`src/rtl/bram0_loader.sv`:
```
// BRAM0 loader: writes a valid/ready stream of packed rows to consecutive
// BRAM0 addresses from 0, clamping the row count to the memory depth.
module bram0_loader #(
  parameter int DWIDTH    = 32,
  parameter int AWIDTH    = 8,
  parameter int MEM_SIZE  = 256,
  parameter int CNT_WIDTH = 9
) (
  input  logic                 clk,
  input  logic                 reset,
  input  logic                 start_i,
  input  logic [CNT_WIDTH-1:0] load_count_i,
  input  logic                 s_valid_i,
  input  logic [DWIDTH-1:0]    s_data_i,
  output logic                 s_ready_o,
  output logic [AWIDTH-1:0]    addr_b0_o,
  output logic                 ce_b0_o,
  output logic                 we_b0_o,
  output logic [DWIDTH-1:0]    d_b0_o,
  output logic                 idle_o,
  output logic                 run_o,
  output logic                 done_o,
  output logic [CNT_WIDTH-1:0] loaded_cnt_o
);

  typedef enum logic [1:0] {
    S_IDLE  = 2'd0,
    S_RUN   = 2'd1,
    S_FLUSH = 2'd2,
    S_DONE  = 2'd3
  } state_t;

  localparam logic [CNT_WIDTH-1:0] MEM_SIZE_C = CNT_WIDTH'(MEM_SIZE);
  localparam logic [CNT_WIDTH-1:0] CNT_ONE_C  = CNT_WIDTH'(1);
  localparam logic [CNT_WIDTH-1:0] CNT_ZERO_C = {CNT_WIDTH{1'b0}};

  state_t                state_r;
  state_t                next_state_s;
  logic [CNT_WIDTH-1:0]  target_r;
  logic [CNT_WIDTH-1:0]  target_s;
  logic [CNT_WIDTH-1:0]  loaded_cnt_r;
  logic [AWIDTH-1:0]     addr_r;
  logic [DWIDTH-1:0]     data_r;
  logic                  ce_r;
  logic                  we_r;
  logic                  hs_s;
  logic                  last_hs_s;

  assign s_ready_o = (state_r == S_RUN);
  assign hs_s      = s_valid_i & s_ready_o;
  // The last address is MEM_SIZE-1, so clamping the target rules out wrap.
  assign last_hs_s = hs_s & ((loaded_cnt_r + CNT_ONE_C) == target_r);

  // Clamp the requested row count to the BRAM0 depth.
  always_comb begin
    target_s = load_count_i;
    if (load_count_i > MEM_SIZE_C) begin
      target_s = MEM_SIZE_C;
    end else begin
      target_s = load_count_i;
    end
  end

  // Next-state logic.
  always_comb begin
    next_state_s = state_r;
    case (state_r)
      S_IDLE: begin
        if (start_i) begin
          if (target_s == CNT_ZERO_C) begin
            next_state_s = S_DONE;
          end else begin
            next_state_s = S_RUN;
          end
        end else begin
          next_state_s = S_IDLE;
        end
      end
      S_RUN: begin
        if (last_hs_s) begin
          next_state_s = S_FLUSH;
        end else begin
          next_state_s = S_RUN;
        end
      end
      S_FLUSH: next_state_s = S_DONE;
      S_DONE:  next_state_s = S_IDLE;
      default: next_state_s = S_IDLE;
    endcase
  end

  // State register.
  always_ff @(posedge clk) begin
    if (reset) begin
      state_r <= S_IDLE;
    end else begin
      state_r <= next_state_s;
    end
  end

  // Target/count bookkeeping and the registered BRAM0 write port.
  always_ff @(posedge clk) begin
    if (reset) begin
      target_r     <= CNT_ZERO_C;
      loaded_cnt_r <= CNT_ZERO_C;
      addr_r       <= {AWIDTH{1'b0}};
      data_r       <= {DWIDTH{1'b0}};
      ce_r         <= 1'b0;
      we_r         <= 1'b0;
    end else begin
      ce_r <= 1'b0;
      we_r <= 1'b0;
      if ((state_r == S_IDLE) && start_i) begin
        target_r     <= target_s;
        loaded_cnt_r <= CNT_ZERO_C;
      end
      if (hs_s) begin
        ce_r         <= 1'b1;
        we_r         <= 1'b1;
        addr_r       <= loaded_cnt_r[AWIDTH-1:0];
        data_r       <= s_data_i;
        loaded_cnt_r <= loaded_cnt_r + CNT_ONE_C;
      end
    end
  end

  assign addr_b0_o    = addr_r;
  assign d_b0_o       = data_r;
  assign ce_b0_o      = ce_r;
  assign we_b0_o      = we_r;
  assign loaded_cnt_o = loaded_cnt_r;
  assign idle_o       = (state_r == S_IDLE);
  assign run_o        = (state_r == S_RUN) || (state_r == S_FLUSH);
  assign done_o       = (state_r == S_DONE);

endmodule

```
`config.mk`:
```
export PLATFORM = sky130hd
export DESIGN_NAME = bram0_loader
export DESIGN_NICKNAME = d
export VERILOG_FILES = /design/src/rtl/bram0_loader.sv
export SDC_FILE = /design/constraint.sdc
export NUM_CORES = 1
export LEC_CHECK = 0
export ABC_AREA = 1
export BUFFER_PORTS_ARGS = -buffer_cell sky130_fd_sc_hd__buf_2
export CORE_MARGIN = 5
export CORE_UTILIZATION = 31
export CTS_BUF_LIST = sky130_fd_sc_hd__clkbuf_4 sky130_fd_sc_hd__clkbuf_8 sky130_fd_sc_hd__clkbuf_16
export DETAILED_ROUTE_END_ITERATION = 8
export GPL_ROUTABILITY_DRIVEN = 0
export PLACE_DENSITY = 0.66
export RECOVER_POWER = 100
export SYNTH_ARGS = -nofsm -noshare
export SYNTH_HDL_FRONTEND = slang
export SYNTH_SLANG_ARGS = --single-unit
```
`constraint.sdc`:
```
create_clock -name clk -period 2.2 [get_ports clk]
set_input_delay 0.33 -clock clk [delete_from_list [all_inputs] [get_ports clk]]
set_output_delay 0.33 -clock clk [all_outputs]
set_load 0.01 [all_outputs]
```
==> reports/metrics.yaml, run 1 <==
outcome:
  outcome: "completed"
setup_path:
  arrival_ns: 2.01
  critPathMaxStageDelay_ns: 0.45
  r2r_cells: 12
  timing_worst_setup_path_type: "reg2reg"
  endpoint_kind: "register"
  start_kind: "register"
  worstPathCellList: "ha_1 -> nand2_1 -> o21ai_1 -> nand2_1 -> nand2_1 -> nand3_1 -> nor2_1 -> nand3_1 -> nand2_1 -> nand2_1 -> nand2_1 -> a21oi_1"
  critPathSlowestCell: "dfxtp_1"
  cpMostUsedCell: "nand2_1"
  cp_max_fo: 7
  cp.required_ns: 2.41
yosys:
  yosys_register_bits: 61
  ys.flop_type: "dfxtp_1"
  synth_edf_count: 0
  synth_nets: 405
  synth_area_leader_cell: "dfxtp_1"
  syn_area_per_cell_sq_um: 7.20
  synthMuxAreaShare_pct: 0
  yosysSeqAreaShare_pct: 47.7
  yosys_warnings: 0
  synth_fa_ha_area_share_pct: 2.45
  synthCells: 355
  synth_compound_area_share_pct: 16.4
  synth_area_leaders: "dfxtp_1 48%, nor2_1 13%, o21ai_0 8.2%"
  synth_cell_type_count: 22
  yosysTopAreaCellShare_pct: 47.7
  synthArstFlopShare_pct: 0
  synth_xor_xnor_area_share_pct: 0
  netlist_top_cells_count: "86 x nor2_1, 61 x dfxtp_1, 51 x nand2_1, 42 x o21ai_0, 28 x inv_1"
  synth_top_family_by_area: "simple AND/OR/NAND/NOR gates"
  synth_simple_gate_area_share_pct: 26.4
  yosysMostFrequentCell: "nor2_1"
  synth_area_sq_um: 2560
layout:
  syn2layout_area_growth_pct: 29.0
  drive_above_1_share_pct: 14.8
  design_area_sq_um: 3300
  multi_input_area_sq_um: 1160
  num-nets-final: 503
  fillers: 873
  final-seq-area_sq_um: 1220
  instances_no_fill: 563
  antennaDiodeCount: 0
  final_util_pct: 40.6
sta:
  finalClockSkew_ns: 0.0126
  drv_slew: 0
  setup-violations-final: 0
  holdWs_ns: 0.246
  hold_viol: 0
  tns_ns: 0
  setup_ws_ns: 0.407
  worstMarginPinSlew_ns: 0.676
  min_period_ns: 1.79
  slew-limit-headroom_pct: 55.0
  fin_crit_sh_pct: 81.5
  rsz0062_at_grt: "false"
  max_freq_ghz: 0.558
global_routing:
  grt_pass1_vias: 2497
  grt_overflow_total: 0
  grt_max_degree: 37
  grt_pass1_wl_um: 11500
  grt_usage_pct: 14.2
  grt_antenna_before_repair: 0
cts:
  cts_root_buf: "clkbuf_8"
  cts-hold-fix-buffers: 0
  clkTransAtPathRegs_ns: 0.07
  cts.htree.levels: 3
  clock_latency_ns: 0.33
  cts_made_buffers: 9
  postCtsSetupBuffers: 0
  cts_resized: 0
  clkSinkCount: 61
  cts_max_path_buffers: 2
  cts_tree: "done"
place:
  dp_cells: 547
  io_buffers: 99
  place_area_sq_um: 3150
  pre_cts_ws_ns: 0.452
  hpwl_um: 5270
floorplanning:
  core.rowCount: 33
  die_y_um: 101
  die_area_sq_um: 10200
  ios: 100
  start_util_pct: 31.4
  core-area_sq_um: 8130
  die_w_um: 101
route:
  wl_per_cell_um: 12.7
  vias: 2589
  viasPerCell: 4.60
  ant_nets: 0
  initialDrtViolationCount: 118
  drt_first_pass_iters: 4
  wl_um: 7170
  drc: 0
worst_hold_path:
  timing.hold.worst.class: "in2reg"
  hold_depth: 3
power:
  power_frac_comb_pct: 10.3
  power.share.sequential_pct: 46.3
  p_int_mw: 1.93
  ir_drop_mv: 0.255
  clock_power_share_pct: 43.4
  power_density_nw_per_um2: 779
  p_leak_nw: 1.36
  swShare_pct: 25.0
  power_mw: 2.57
  p_sw_mw: 0.644
job:
  cap_violations: 0
state kept, by name, summed over array words and instances (netlist names):
register and cells:
d_b0_o 32, state_r 2, loaded_cnt_o 9, addr_b0_o 8, we_b0_o 1, target_r 9
power groups by stage:
stage / Combinational (mW) / Clock [mW] / Sequential (mW)
2_1_floorplan: 0.141 / 0 / 1.23
3_3_place_gp: 0.280 / 0 / 1.21
3_5_place_dp: 0.280 / 0 / 1.21
4_1_cts: 0.282 / 1.15 / 1.19
5_1_grt: 0.304 / 1.20 / 1.20
6_report: 0.265 / 1.12 / 1.19
routing by layer:
metal / wire length (um) / global-route usage [%] / vias to the layer above
met5: 0 / 0 / -
met2: 3180 / 22.8 / 89
met1: 3240 / 18.0 / 1152
met4: 65 / 4.66 / 0
li1: - / - / 1341
met3: 680 / 4.71 / 7
critical path, delay by kind of cell, from the launching register on:
kind | cells | cell delay [ns]
and+or+nand+nor | 9 | 0.75
DFF | 1 | 0.45
adders and majority gates | 1 | 0.21
AOI/OAI and AO/OA | 2 | 0.26
cell type report:
type                    count  area share [%]
multi-input cells         248            35.0
clock inverters             6            2.62
flip-flops and latches     61            37.0
repair buffers            104            13.9
inverters                  29            3.30
well taps                 105            3.98
clock buffers              10            4.17
worst paths after layout:
path / startpoint / end / slack [ns]
hold / removal: s_data_i[19] / d_b0_o[19]$_SDFFE_PP0P_ / 0.25
setup reg to reg: loaded_cnt_o[0]$_SDFFE_PP0P_ / state_r[0]$_SDFF_PP0_ / 0.41
hold reg to reg: d_b0_o[9]$_SDFFE_PP0P_ / d_b0_o[9]$_SDFFE_PP0P_ / 0.48
setup / recovery: loaded_cnt_o[0]$_SDFFE_PP0P_ / state_r[0]$_SDFF_PP0_ / 0.41
cells by family (layout without fill, tap and decap cells):
group | after synthesis | count (layout)
DFF | 61 | 61
AOI/OAI and AO/OA | 78 | 78
adders and majority gates | 5 | 5
and+or+nand+nor | 165 | 165
buffers and inverters | 46 | 149
placed cells by master (no fill, tap or decap), types with 2 or more instances in the layout:
cell type	count
o21ai_1	3
inv_1	28
ha_1	5
buf_2	44
nor2_1	86
buf_4	3
a21oi_1	22
a211oi_1	6
nand2_1	52
clkinv_2	2
o21ai_0	42
clkbuf_8	10
clkbuf_1	56
dfxtp_1	61
nand3_1	22
nor2_4	3
bufinv_16	2
Note: power is estimated with default switching activity, not from simulation.
==> inputs of run 2 (changes only) <==
PLACE_DENSITY = 0.68   (was 0.66)
clock period = 1.5 ns   (was 2.2 ns; I/O delays follow)
==> run 2 against run 1 <==
Net effect: the flow now finishes with violations (negative setup slack); clock skew is 0.0054 ns lower; utilization is 2.8 points higher; maximum frequency is 15% higher; critical path depth is 2 higher; non-clock buffer count is 24 higher; clock-buffer cell count is 2 higher; cell count is 3.9% higher; setup slack worse by 0.47 ns; largest power group unchanged.
==> reports/metrics.yaml, run 2 (same netlist as run 1, synthesis figures left out) <==
outcome:
  outcome: "finished with violations"
  violations: "negative setup slack"
floorplanning:
  die_y_um: 101
  die_w_um: 101
  die_area_sq_um: 10200
  core.rowCount: 33
  core-area_sq_um: 8130
  ios: 100
  start_util_pct: 31.4
sta:
  worstMarginPinSlew_ns: 0.406
  setup_ws_ns: -0.0654
  drv_slew: 0
  hold_viol: 0
  rsz0062_at_grt: "true"
  finalClockSkew_ns: 0.00724
  min_period_ns: 1.57
  fin_crit_sh_pct: 104
  setup-violations-final: 2
  max_freq_ghz: 0.639
  slew-limit-headroom_pct: 72.8
cts:
  clock_latency_ns: 0.33
  cts_root_buf: "clkbuf_8"
  clkTransAtPathRegs_ns: 0.06
  clkSinkCount: 61
  cts_made_buffers: 9
  cts_max_path_buffers: 2
  cts.htree.levels: 3
  cts-hold-fix-buffers: 0
  cts_tree: "done"
layout:
  num-nets-final: 527
  antennaDiodeCount: 0
  largest_register_ffs: 32
  syn2layout_area_growth_pct: 38.1
  most-common-layout-cells: "86 x nor2_1, 56 x dfxtp_1, 54 x buf_2"
  fillers: 872
  drive_above_1_share_pct: 24.8
  final_common_cell: "nor2_1"
  design_area_sq_um: 3530
setup_path:
  cpMostUsedCell: "nand2_1"
  start_kind: "register"
  timing_worst_setup_path_type: "reg2reg"
  worstPathCellList: "buf_6 -> nand2_2 -> nor2_4 -> nand2_2 -> nand2_1 -> nand2_1 -> nand2_1 -> nand2_1 -> nor2_1 -> nand3_1 -> nand2_1 -> nand2_1 -> nand2_1 -> a21oi_2"
  cp.required_ns: 1.73
  cp_max_fo: 5
  endpoint_kind: "register"
  critPathMaxStageDelay_ns: 0.35
  arrival_ns: 1.80
  cp_top_family: "simple AND/OR/NAND/NOR gates"
  cp_num_buf_inv: 1
  critPathSlowestCell: "dfxtp_2"
global_routing:
  grt_overflow_total: 0
  grt_max_degree: 53
  grt_pass1_wl_um: 11900
  grt_pass1_vias: 2613
  grt_usage_pct: 14.6
  grt_antenna_before_repair: 0
route:
  viasPerCell: 4.69
  met2_length_um: 3300
  initialDrtViolationCount: 72
  drt-met1-wl_um: 3420
  highest_layer: "met4"
  ant_nets: 0
  drc: 0
  drt_first_pass_iters: 4
  vias: 2742
  wl_per_cell_um: 12.7
  wl_met3_um: 597
  wl_um: 7420
job:
  cap_violations: 0
power:
  power.share.sequential_pct: 50.5
  power_density_nw_per_um2: 978
  power_mw: 3.45
  p_leak_nw: 1.52
  swShare_pct: 25.7
  clock_power_share_pct: 36.8
  p_int_mw: 2.57
  ir_drop_mv: 0.336
  p_sw_mw: 0.887
  power_frac_comb_pct: 12.7
place:
  place_area_sq_um: 3350
  io_buffers: 99
  hpwl_um: 5500
worst_hold_path:
  timing.hold.worst.class: "in2reg"
## run 2: worst min-delay path, stage by stage
cell     delay, ns
buf_2         0.07
o21ai_0       0.07
nor2_1        0.07
## run 2: area by class of cell
type | count | area (sq um) | share of cell area [%]
tap | 105 | 131 | 3.72
sequential | 61 | 1230 | 34.8
clock buffer | 12 | 159 | 4.50
inverter | 29 | 109 | 3.08
timing repair buffer | 128 | 679 | 19.2
clock inverter | 2 | 10.0 | 0.283
multi-input combinational | 248 | 1210 | 34.3
## run 2: path summary, 6_finish.rpt
| check | cells past startpoint | slack, ns | startpoint | to |
|---|---|---|---|---|
| max | 14 | -0.07 | loaded_cnt_o[1]$_SDFFE_PP0P_ | state_r[0]$_SDFF_PP0_ |
| min | 3 | 0.14 | s_data_i[30] | d_b0_o[30]$_SDFFE_PP0P_ |
| max reg2reg | 14 | -0.07 | loaded_cnt_o[1]$_SDFFE_PP0P_ | state_r[0]$_SDFF_PP0_ |
| min reg2reg | 2 | 0.48 | d_b0_o[2]$_SDFFE_PP0P_ | d_b0_o[2]$_SDFFE_PP0P_ |
## run 2: layer usage
layer,up-vias,GRT usage [%]
li1,1390,-
met1,1254,18.4
met2,89,23.9
met3,9,4.64
met4,0,4.56
met5,-,0
## run 2: through the flow
| step | util (%) | worst slack [ns] | TNS, ns | hold slack, ns | std cells |
|---|---|---|---|---|---|
| 2_1_floorplan | - | -0.00723 | -0.00723 | 0.368 | 355 |
| 3_3_place_gp | 41.2 | -0.0248 | -0.0367 | 0.458 | 569 |
| 3_5_place_dp | 41.2 | -0.0823 | -0.127 | 0.467 | 569 |
| 4_1_cts | 44.0 | -0.0774 | -0.139 | 0.129 | 584 |
| 5_1_grt | 43.4 | -0.235 | -0.467 | 0.154 | 585 |
| 6_report | 43.4 | -0.0654 | -0.116 | 0.138 | 585 |
## run 2: power groups by stage
stage	combinational (mW)	clock [mW]	sequential, mW
detailed placement	0.447	0	1.78
global route	0.500	1.40	1.75
CTS	0.455	1.31	1.74
floorplan	0.207	0	1.80
global placement	0.439	0	1.77
finish	0.438	1.27	1.74
## run 2: timing repair
action                     CTS  global route
setup buffers                1             1
pin swaps                    6             3
gates resized for setup     17             5
hold endpoints to repair     0             0
cloned                       0             0
setup endpoints to repair    3             8
==> inputs of run 3 (changes only) <==
CORE_UTILIZATION = 43   (was 31)
PLACE_DENSITY = 0.86   (was 0.68)
==> run 3 against run 2 <==
Net effect: global-route usage increased by 3.8 points; cell area increased by 0.11%; power increased by 14%; combinational power increased by 1%; utilization increased by 17 points; the run still ends with negative setup slack left; flip-flop and latch count unchanged; register-to-register slack got worse by 0.03 ns; critical endpoint is now state_r[1]$_SDFF_PP0_.
==> reports/metrics.yaml, run 3 (same netlist as run 1, synthesis figures left out) <==
cts:
  cts_made_buffers: 9
  clock_latency_ns: 0.33
  clkTransAtPathRegs_ns: 0.07
  cts.htree.levels: 3
  cts_max_path_buffers: 2
  cts_tree: "done"
  cts-hold-fix-buffers: 0
  cts_root_buf: "clkbuf_8"
  clkSinkCount: 61
place:
  dp_cells: 531
  pre_cts_ws_ns: -0.128
  io_buffers: 99
  hpwl_um: 5200
  place_area_sq_um: 3250
route:
  ant_nets: 0
  drc: 0
  wl_um: 7280
  drt_first_pass_iters: 4
  wl_per_cell_um: 13.3
  vias: 2733
  viasPerCell: 4.99
  initialDrtViolationCount: 116
setup_path:
  timing_worst_setup_path_type: "reg2reg"
  cp.required_ns: 1.72
  start_kind: "register"
  worstPathCellList: "ha_4 -> nand2_4 -> inv_1 -> nand3_1 -> nand2_1 -> a21oi_1 -> nor2_2 -> nand3_1 -> a21oi_1 -> nor2_1 -> nor2_1"
  critPathSlowestCell: "dfxtp_4"
  arrival_ns: 1.82
  critPathMaxStageDelay_ns: 0.36
  cp_max_fo: 6
  endpoint_kind: "register"
global_routing:
  grt_antenna_before_repair: 0
  grt_pass1_vias: 2483
  grt_max_degree: 53
  grt_usage_pct: 18.4
  grt_pass1_wl_um: 11200
  grt_overflow_total: 0
outcome:
  outcome: "finished with violations"
  violations: "negative setup slack"
worst_hold_path:
  timing.hold.worst.class: "in2reg"
sta:
  worstMarginPinSlew_ns: 0.422
  setup-violations-final: 3
  max_freq_ghz: 0.626
  rsz0062_at_grt: "true"
  slew-limit-headroom_pct: 71.7
  min_period_ns: 1.60
  finalClockSkew_ns: 0.00753
  setup_ws_ns: -0.0981
  holdWs_ns: 0.145
  fin_crit_sh_pct: 107
  drv_slew: 0
  tns_ns: -0.227
  hold_viol: 0
layout:
  instances_no_fill: 548
  num-nets-final: 518
  drive_above_1_share_pct: 25.8
  most-common-layout-cells: "84 x nor2_1, 56 x dfxtp_1, 54 x buf_2"
  final_common_cell: "nor2_1"
  antennaDiodeCount: 0
  largest_register_ffs: 32
  design_area_sq_um: 3530
  final_util_pct: 60.4
  syn2layout_area_growth_pct: 38.2
power:
  ir_drop_mv: 0.702
  power_density_nw_per_um2: 1120
  p_leak_nw: 1.53
  power_mw: 3.94
floorplanning:
  core.rowCount: 28
  die_area_sq_um: 7590
  core-area_sq_um: 5850
  start_util_pct: 43.7
  ios: 100
  die_y_um: 87.1
  die_w_um: 87.1
job:
  cap_violations: 0
[run 3: cell types whose count changed in the layout (fill, tap and decap cells not counted), sizes merged]
cell	delta
bufinv	+3
inv	+1
buf	-4
clkbuf	-7
[run 3: routing by layer]
metal / global-route usage [%] / up-vias / routed length [um]
li1: - / 1376 / -
met1: 22.9 / 1235 / 3170
met2: 30.2 / 110 / 3320
met3: 5.77 / 12 / 679
met4: 6.28 / 0 / 108
met5: 0 / - / 0
[run 3: timing repair]
action,CTS,global route
setup buffers,0,1
pin swaps,4,6
gates resized for setup,16,17
endpoints found under the setup margin,4,19
gates cloned,0,0
[run 3: path summary, 6_finish.rpt]
kind                            cells past startpoint  slack, ns                      end                         start
worst max-delay path                               11       -0.1    state_r[1]$_SDFF_PP0_  loaded_cnt_o[0]$_SDFFE_PP0P_
worst min-delay path                                3       0.15  d_b0_o[30]$_SDFFE_PP0P_                  s_data_i[30]
worst max register to register                     11       -0.1    state_r[1]$_SDFF_PP0_  loaded_cnt_o[0]$_SDFFE_PP0P_
worst min register to register                      2       0.48  d_b0_o[16]$_SDFFE_PP0P_       d_b0_o[16]$_SDFFE_PP0P_
[run 3: layout make-up]
cell class	count	area, sq um
multi-input cells	248	1230
clock buffers	10	131
fillers	524	2320
flip-flops and latches	61	1230
well taps	75	93.8
clock inverters	6	110
repair buffers	119	633
inverters	29	109
[run 3: power by group]
part / switching, mW / internal, mW
sequential: 0.0446 / 1.70
clock: 0.631 / 1.12
combinational: 0.259 / 0.183
[run 3: critical path: cells and delay by family (launching register included)]
family	cells	cell delay, ns
flops	1	0.36
fa+ha+maj	1	0.17
compound gates	2	0.28
simple gates	7	0.60
buf+inv	1	0.07
